===== config.mk =====
export PLATFORM = sky130hd
export DESIGN_NAME = button_event_arbiter
export DESIGN_NICKNAME = d
export VERILOG_FILES = /design/src/rtl/button_event_arbiter.sv
export SDC_FILE = /design/constraint.sdc
export NUM_CORES = 1
export LEC_CHECK = 0
export CAP_MARGIN = 20
export CORE_MARGIN = 4
export CORE_UTILIZATION = 55
export CTS_BUF_LIST = sky130_fd_sc_hd__clkbuf_2 sky130_fd_sc_hd__clkbuf_4 sky130_fd_sc_hd__clkbuf_8
export DETAILED_ROUTE_END_ITERATION = 7
export PLACE_DENSITY = 0.77
export SLEW_MARGIN = 20
export SYNTH_ARGS = -nofsm -noshare
export SYNTH_HDL_FRONTEND = slang
export SYNTH_SLANG_ARGS = --single-unit
export TNS_END_PERCENT = 50

===== constraint.sdc =====
create_clock -name clk -period 2.3 [get_ports clk]
set_input_delay 0.46 -clock clk [delete_from_list [all_inputs] [get_ports clk]]
set_output_delay 0.46 -clock clk [all_outputs]
set_load 0.005 [all_outputs]

===== src/rtl/button_event_arbiter.sv =====
// Debounced-by-sampling button press detector feeding a round-robin event arbiter.
// One event per press; a press that lands on a still-pending button is flagged as overflow.
module button_event_arbiter #(
    parameter int unsigned TICK_DIV = 250000,
    parameter int unsigned N_BTN    = 4
) (
    input  logic             clk,
    input  logic             reset,
    input  logic [N_BTN-1:0] btn,
    input  logic             ack,
    input  logic             clr_ovf,
    output logic             evt_valid,
    output logic [1:0]       evt_id,
    output logic [N_BTN-1:0] pending,
    output logic [N_BTN-1:0] overflow
);

    localparam int unsigned CW = (TICK_DIV > 1) ? $clog2(TICK_DIV) : 1;

    typedef enum logic [1:0] {
        P_IDLE = 2'd0,
        P_EDGE = 2'd1,
        P_HELD = 2'd2
    } press_t;

    typedef enum logic {
        ARB_IDLE  = 1'b0,
        ARB_GRANT = 1'b1
    } arb_t;

    logic [CW-1:0]      r_tick_cnt;
    logic               w_tick;
    logic [N_BTN-1:0]   r_sync1;
    logic [N_BTN-1:0]   r_sync2;
    press_t             r_press     [N_BTN];
    press_t             w_press_nxt [N_BTN];
    logic [N_BTN-1:0]   w_edge;

    arb_t               r_arb;
    arb_t               w_arb_nxt;
    logic [1:0]         r_rr_ptr;
    logic [1:0]         w_rr_nxt;
    logic               r_evt_valid;
    logic               w_valid_nxt;
    logic [1:0]         r_evt_id;
    logic [1:0]         w_id_nxt;
    logic [N_BTN-1:0]   r_pending;
    logic [N_BTN-1:0]   w_pend_nxt;
    logic [N_BTN-1:0]   r_overflow;
    logic [N_BTN-1:0]   w_ovf_nxt;
    logic [N_BTN-1:0]   w_ack_clr;

    logic [2*N_BTN-1:0] w_rot;
    logic [1:0]         w_off;
    logic               w_found;
    logic [1:0]         w_sel;

    assign w_tick = (r_tick_cnt == CW'(TICK_DIV - 1));

    always_comb begin
        w_edge = '0;
        for (int unsigned i = 0; i < N_BTN; i++) begin
            w_press_nxt[i] = r_press[i];
            if (w_tick) begin
                if (!r_sync2[i]) begin
                    w_press_nxt[i] = P_IDLE;
                end else begin
                    case (r_press[i])
                        P_IDLE: begin
                            w_press_nxt[i] = P_EDGE;
                            w_edge[i]      = 1'b1;
                        end
                        P_EDGE, P_HELD: w_press_nxt[i] = P_HELD;
                        default:        w_press_nxt[i] = P_IDLE;
                    endcase
                end
            end
        end
    end

    // Rotate pending so the search always starts at bit 0, then map back by adding rr_ptr.
    always_comb begin
        w_rot   = {r_pending, r_pending} >> r_rr_ptr;
        w_off   = '0;
        w_found = 1'b0;
        for (int unsigned k = 0; k < N_BTN; k++) begin
            if (!w_found && w_rot[k]) begin
                w_found = 1'b1;
                w_off   = 2'(k);
            end
        end
        w_sel = r_rr_ptr + w_off;
    end

    always_comb begin
        w_arb_nxt   = r_arb;
        w_valid_nxt = r_evt_valid;
        w_id_nxt    = r_evt_id;
        w_rr_nxt    = r_rr_ptr;
        w_ack_clr   = '0;
        case (r_arb)
            ARB_IDLE: begin
                if (|r_pending) begin
                    w_id_nxt    = w_sel;
                    w_valid_nxt = 1'b1;
                    w_arb_nxt   = ARB_GRANT;
                end
            end
            ARB_GRANT: begin
                if (ack) begin
                    w_ack_clr[r_evt_id] = 1'b1;
                    w_rr_nxt            = r_evt_id + 2'd1;
                    w_valid_nxt         = 1'b0;
                    w_arb_nxt           = ARB_IDLE;
                end
            end
            default: begin
                w_valid_nxt = 1'b0;
                w_arb_nxt   = ARB_IDLE;
            end
        endcase
        // A fresh edge re-arms a bit being acked on the same cycle without counting as lost.
        w_pend_nxt = (r_pending & ~w_ack_clr) | w_edge;
        w_ovf_nxt  = (clr_ovf ? '0 : r_overflow) | (w_edge & r_pending & ~w_ack_clr);
    end

    always_ff @(posedge clk) begin
        if (reset) begin
            r_tick_cnt  <= '0;
            r_sync1     <= '0;
            r_sync2     <= '0;
            for (int unsigned i = 0; i < N_BTN; i++) begin
                r_press[i] <= P_IDLE;
            end
            r_arb       <= ARB_IDLE;
            r_rr_ptr    <= '0;
            r_evt_valid <= 1'b0;
            r_evt_id    <= '0;
            r_pending   <= '0;
            r_overflow  <= '0;
        end else begin
            r_tick_cnt  <= w_tick ? '0 : r_tick_cnt + CW'(1);
            r_sync1     <= btn;
            r_sync2     <= r_sync1;
            for (int unsigned i = 0; i < N_BTN; i++) begin
                r_press[i] <= w_press_nxt[i];
            end
            r_arb       <= w_arb_nxt;
            r_rr_ptr    <= w_rr_nxt;
            r_evt_valid <= w_valid_nxt;
            r_evt_id    <= w_id_nxt;
            r_pending   <= w_pend_nxt;
            r_overflow  <= w_ovf_nxt;
        end
    end

    assign evt_valid = r_evt_valid;
    assign evt_id    = r_evt_id;
    assign pending   = r_pending;
    assign overflow  = r_overflow;

endmodule


==> metrics.md <==
| Metric | Value |
|---|---|
| Clk buf depth | 2 |
| Seq cells post-synth | 48 |
| Power per cell area | 563 mW/mm^2 |
| DR WL/cell | 11.9 microns |
| Fin util | 0.653 |
| Sequential area share after synthesis | 0.442 |
| Setup CP Type | reg -> reg |
| Crit path max-delay family | simple AND/OR/NAND/NOR gates |
| Setup TNS | 0 ps |
| Synth Area in XOR/XNOR | 0.0685 |
| Layout cells sized above 1 | 0.0483 |
| Total CTS buffers | 5 |
| Post-Syn Instances | 252 |
| Power Total | 1.38 mW |
| Post-Route WL | 3790 microns |
| Tot GR Track Use | 0.162 |
| Hold slack | roughly 440 ps |
| CP Max Fanout | 10 |
| GR Overflow Total | 0 |
| Mux share of post-synthesis cell area | 0.00460 |
| DP Cell Count | 309 |
| Buffers on Ports | 18 |
| Area leader, netlist | dfxtp_1 |
| Post-synthesis compound-gate area fraction | 0.0823 |
| P_leak | 0.854 nW |
| Top-area cell type share of the netlist area | 0.442 |
| Worst path arrival time | 2270 ps |
| First-pass GRT wire length | between 6000 and 7000 microns |
| CTS Hold Bufs | 0 |
| MaxCap Viol Count | 0 |
| Library cells used by synthesis | 36 |
| Sink Count | between 40 and 50 |
| Synth top cells by count | 48 x dfxtp_1, 35 x nor2_1, 28 x nand2_1 |
| Core ar. | 0.00374 sq mm |
| Final setup margin | 257 ps |
| Starting Density | 0.581 |
| Post-Synth Adder-Cell Area | 0.0748 |
| Synth Area in Simple Gates | 0.264 |
| Multi-input combinational cell area | roughly 0.0011 sq mm |
| Vias in the first global route | ~1500 |
| Skew final | between 9 and 10 ps |
| Final ANT Viol Nets | 0 |
| Hold Path Class | reg -> reg |
| Post-synth EDFFs | 0 |
| H-tree level count | 2 |
| Post-layout net count | 289 |
| Most common cell in the synthesized netlist | dfxtp_1 |
| Vias per cell | 5.35 |
| Synthesized net count | 273 |
| Largest family of logic cells by synthesized area | simple AND/OR/NAND/NOR gates |
| Largest net degree at the start of global routing | 23 |
| Buffers and inverters on the worst path | 0 |
| Rows | 22 |
| Fin crit period | approximately 2000 ps |
| Worst slew pin tran | about 390 ps |
| Status | finished, final reports clean |
| Area grow syn2layout | 12.5% |
| CTS tree | yes |
| Root Buffer | clkbuf_8 |
| Area post-placement | around 0.0024 sq mm |
| Slowest stage delay, CP | roughly 530 ps |
| Ant diodes | 0 |
| Relative slew slack | 0.741 |
| Slowest cell on crit path | dfxtp_1 |
| Clock-pin slew on the worst setup and hold paths | 90 ps |
| Latest clock arrival within the worst-skew pair | ~300 ps |
| Ys flop type | dfxtp_1 |
| Die area | about 0.005 sq mm |
| Initial drt markers | 144 |
| Final Setup Violations | 0 |
| Crit path cell chain | nand2b_1 > o22ai_1 > o21ai_0 > nand2_1 > ha_1 > xnor2_1 > or3_1 > a311oi_1 |
| Share of the clock period used by the worst path | 0.888 |
| RSZ-0062 raised after global routing | false |
| Fill count | 337 |
| Mapped cell area | 0.00217 sq mm |
| Crit start category | flop |
| Die X | 70.9 microns |
| Residual DRC count | 0 |
| Initial antenna violation count | 0 |
| Fraction of registers with async set/reset | 0 |
| Post_cts resized | 0 |
| 1st-pass router iterations | 5 |
| Routability Congestion | between 0.7 and 0.8 |
| Max IR drop VDD | ~0.43 mV |
| Via count | around 1700 |
| Highest clock rate | approximately 0.49 GHz |
| Ys Warns | 0 |
| Max Slew Vio Count | 0 |
| DP Wirelength | 2810 microns |
| Fin. Hold Viols | 0 |
| Post-route insts no fill | 317 |
| Reg area | 961 sq um |
| Mean Syn Cell Area | between 8 and 9 sq um |
| Critical Path Sink Type | flop |
| Die height | approximately 71 microns |
| Final Instance Area | ~0.0024 sq mm |
| Pre-CTS setup slack | about 300 ps |
| Post-CTS setup buffer count | 0 |
| Worst Path Required | 2520 ps |
| Ports | 19 |
| Synth top area cells | dfxtp_1 44%, ha_1 7.5%, nor2_1 6.0% |
[kinds of logic (layout without fill, tap and decap cells)]
kind of cell | Yosys count | in the layout
adders and majority gates | 13 | 13
buffers and inverters | 27 | 44
xor gates and xnor gates | 17 | 17
DFF | 48 | 48
AOI/OAI and AO/OA | 29 | 29
and+or+nand+nor | 117 | 117
muxes | 1 | 1
[cells in the final DEF (no fill, tap or decap), types with 3 or more instances in the layout]
cell              n
nor2_1           35
nor2b_1           8
clkdlybuf4s50_1  18
dfxtp_1          48
nand4_1           5
nand3_1          17
and4_1            4
nand2_1          28
nor4_1            3
nor3_1            4
a32oi_1           3
buf_4             4
xor2_1           11
ha_1             13
a21oi_1          12
xnor2_1           6
nand2b_1          3
clkbuf_8          5
o21ai_0           7
inv_1            14
[metal layers]
layer / global-route usage / routed length (microns) / up-vias
met1: 0.200 / 1790 / 787
met3: 0.0426 / 129 / 6
met5: 0 / 0 / -
met4: 0.0668 / 63 / 0
met2: 0.269 / 1800 / 21
li1: - / - / 881
[sequential cells by signal, indices dropped and copies added, names as in the netlist]
| register | cells |
|---|---|
| r_sync2 | 4 |
| pending | 4 |
| overflow | 4 |
| r_sync1 | 4 |
| r_rr_ptr | 2 |
| evt_id | 2 |
| r_press | 8 |
| r_tick_cnt | 18 |
| evt_valid | 1 |
| r_arb | 1 |
[worst paths after layout]
| kind | from | end | slack [ps] | cells after the start |
|---|---|---|---|---|
| worst max-delay path | pending[1]$_SDFF_PP0_ | evt_id[1]$_SDFFE_PP0P_ | 260 | 8 |
| worst min-delay path | r_sync1[1]$_SDFF_PP0_ | r_sync2[1]$_SDFF_PP0_ | 440 | 1 |
| worst max register to register | pending[1]$_SDFF_PP0_ | evt_id[1]$_SDFFE_PP0P_ | 260 | 8 |
| worst min register to register | r_sync1[1]$_SDFF_PP0_ | r_sync2[1]$_SDFF_PP0_ | 440 | 1 |
[worst reg2reg max path, stage by stage (launching register included)]
cell and delay [ps]:
dfxtp_1 530, nand2b_1 180, o22ai_1 80, o21ai_0 200
nand2_1 90, ha_1 190, xnor2_1 140, or3_1 320
a311oi_1 250
[report_power, final]
part	total (mW)	internal [mW]	leakage, nW	switching [mW]
logic	0.0414	0.0220	0.418	0.0193
registers	0.848	0.841	0.389	0.00661
clock network	0.487	0.212	0.0479	0.275
[final cells by class]
| class | instances | area share |
|---|---|---|
| multi-input combinational | 177 | 0.439 |
| sequential | 48 | 0.393 |
| timing repair buffer | 22 | 0.0859 |
| clock buffer | 5 | 0.0281 |
| tap | 48 | 0.0246 |
| inverter | 14 | 0.0215 |
| clock inverter | 3 | 0.00767 |
(Power assumes the default switching activity.)
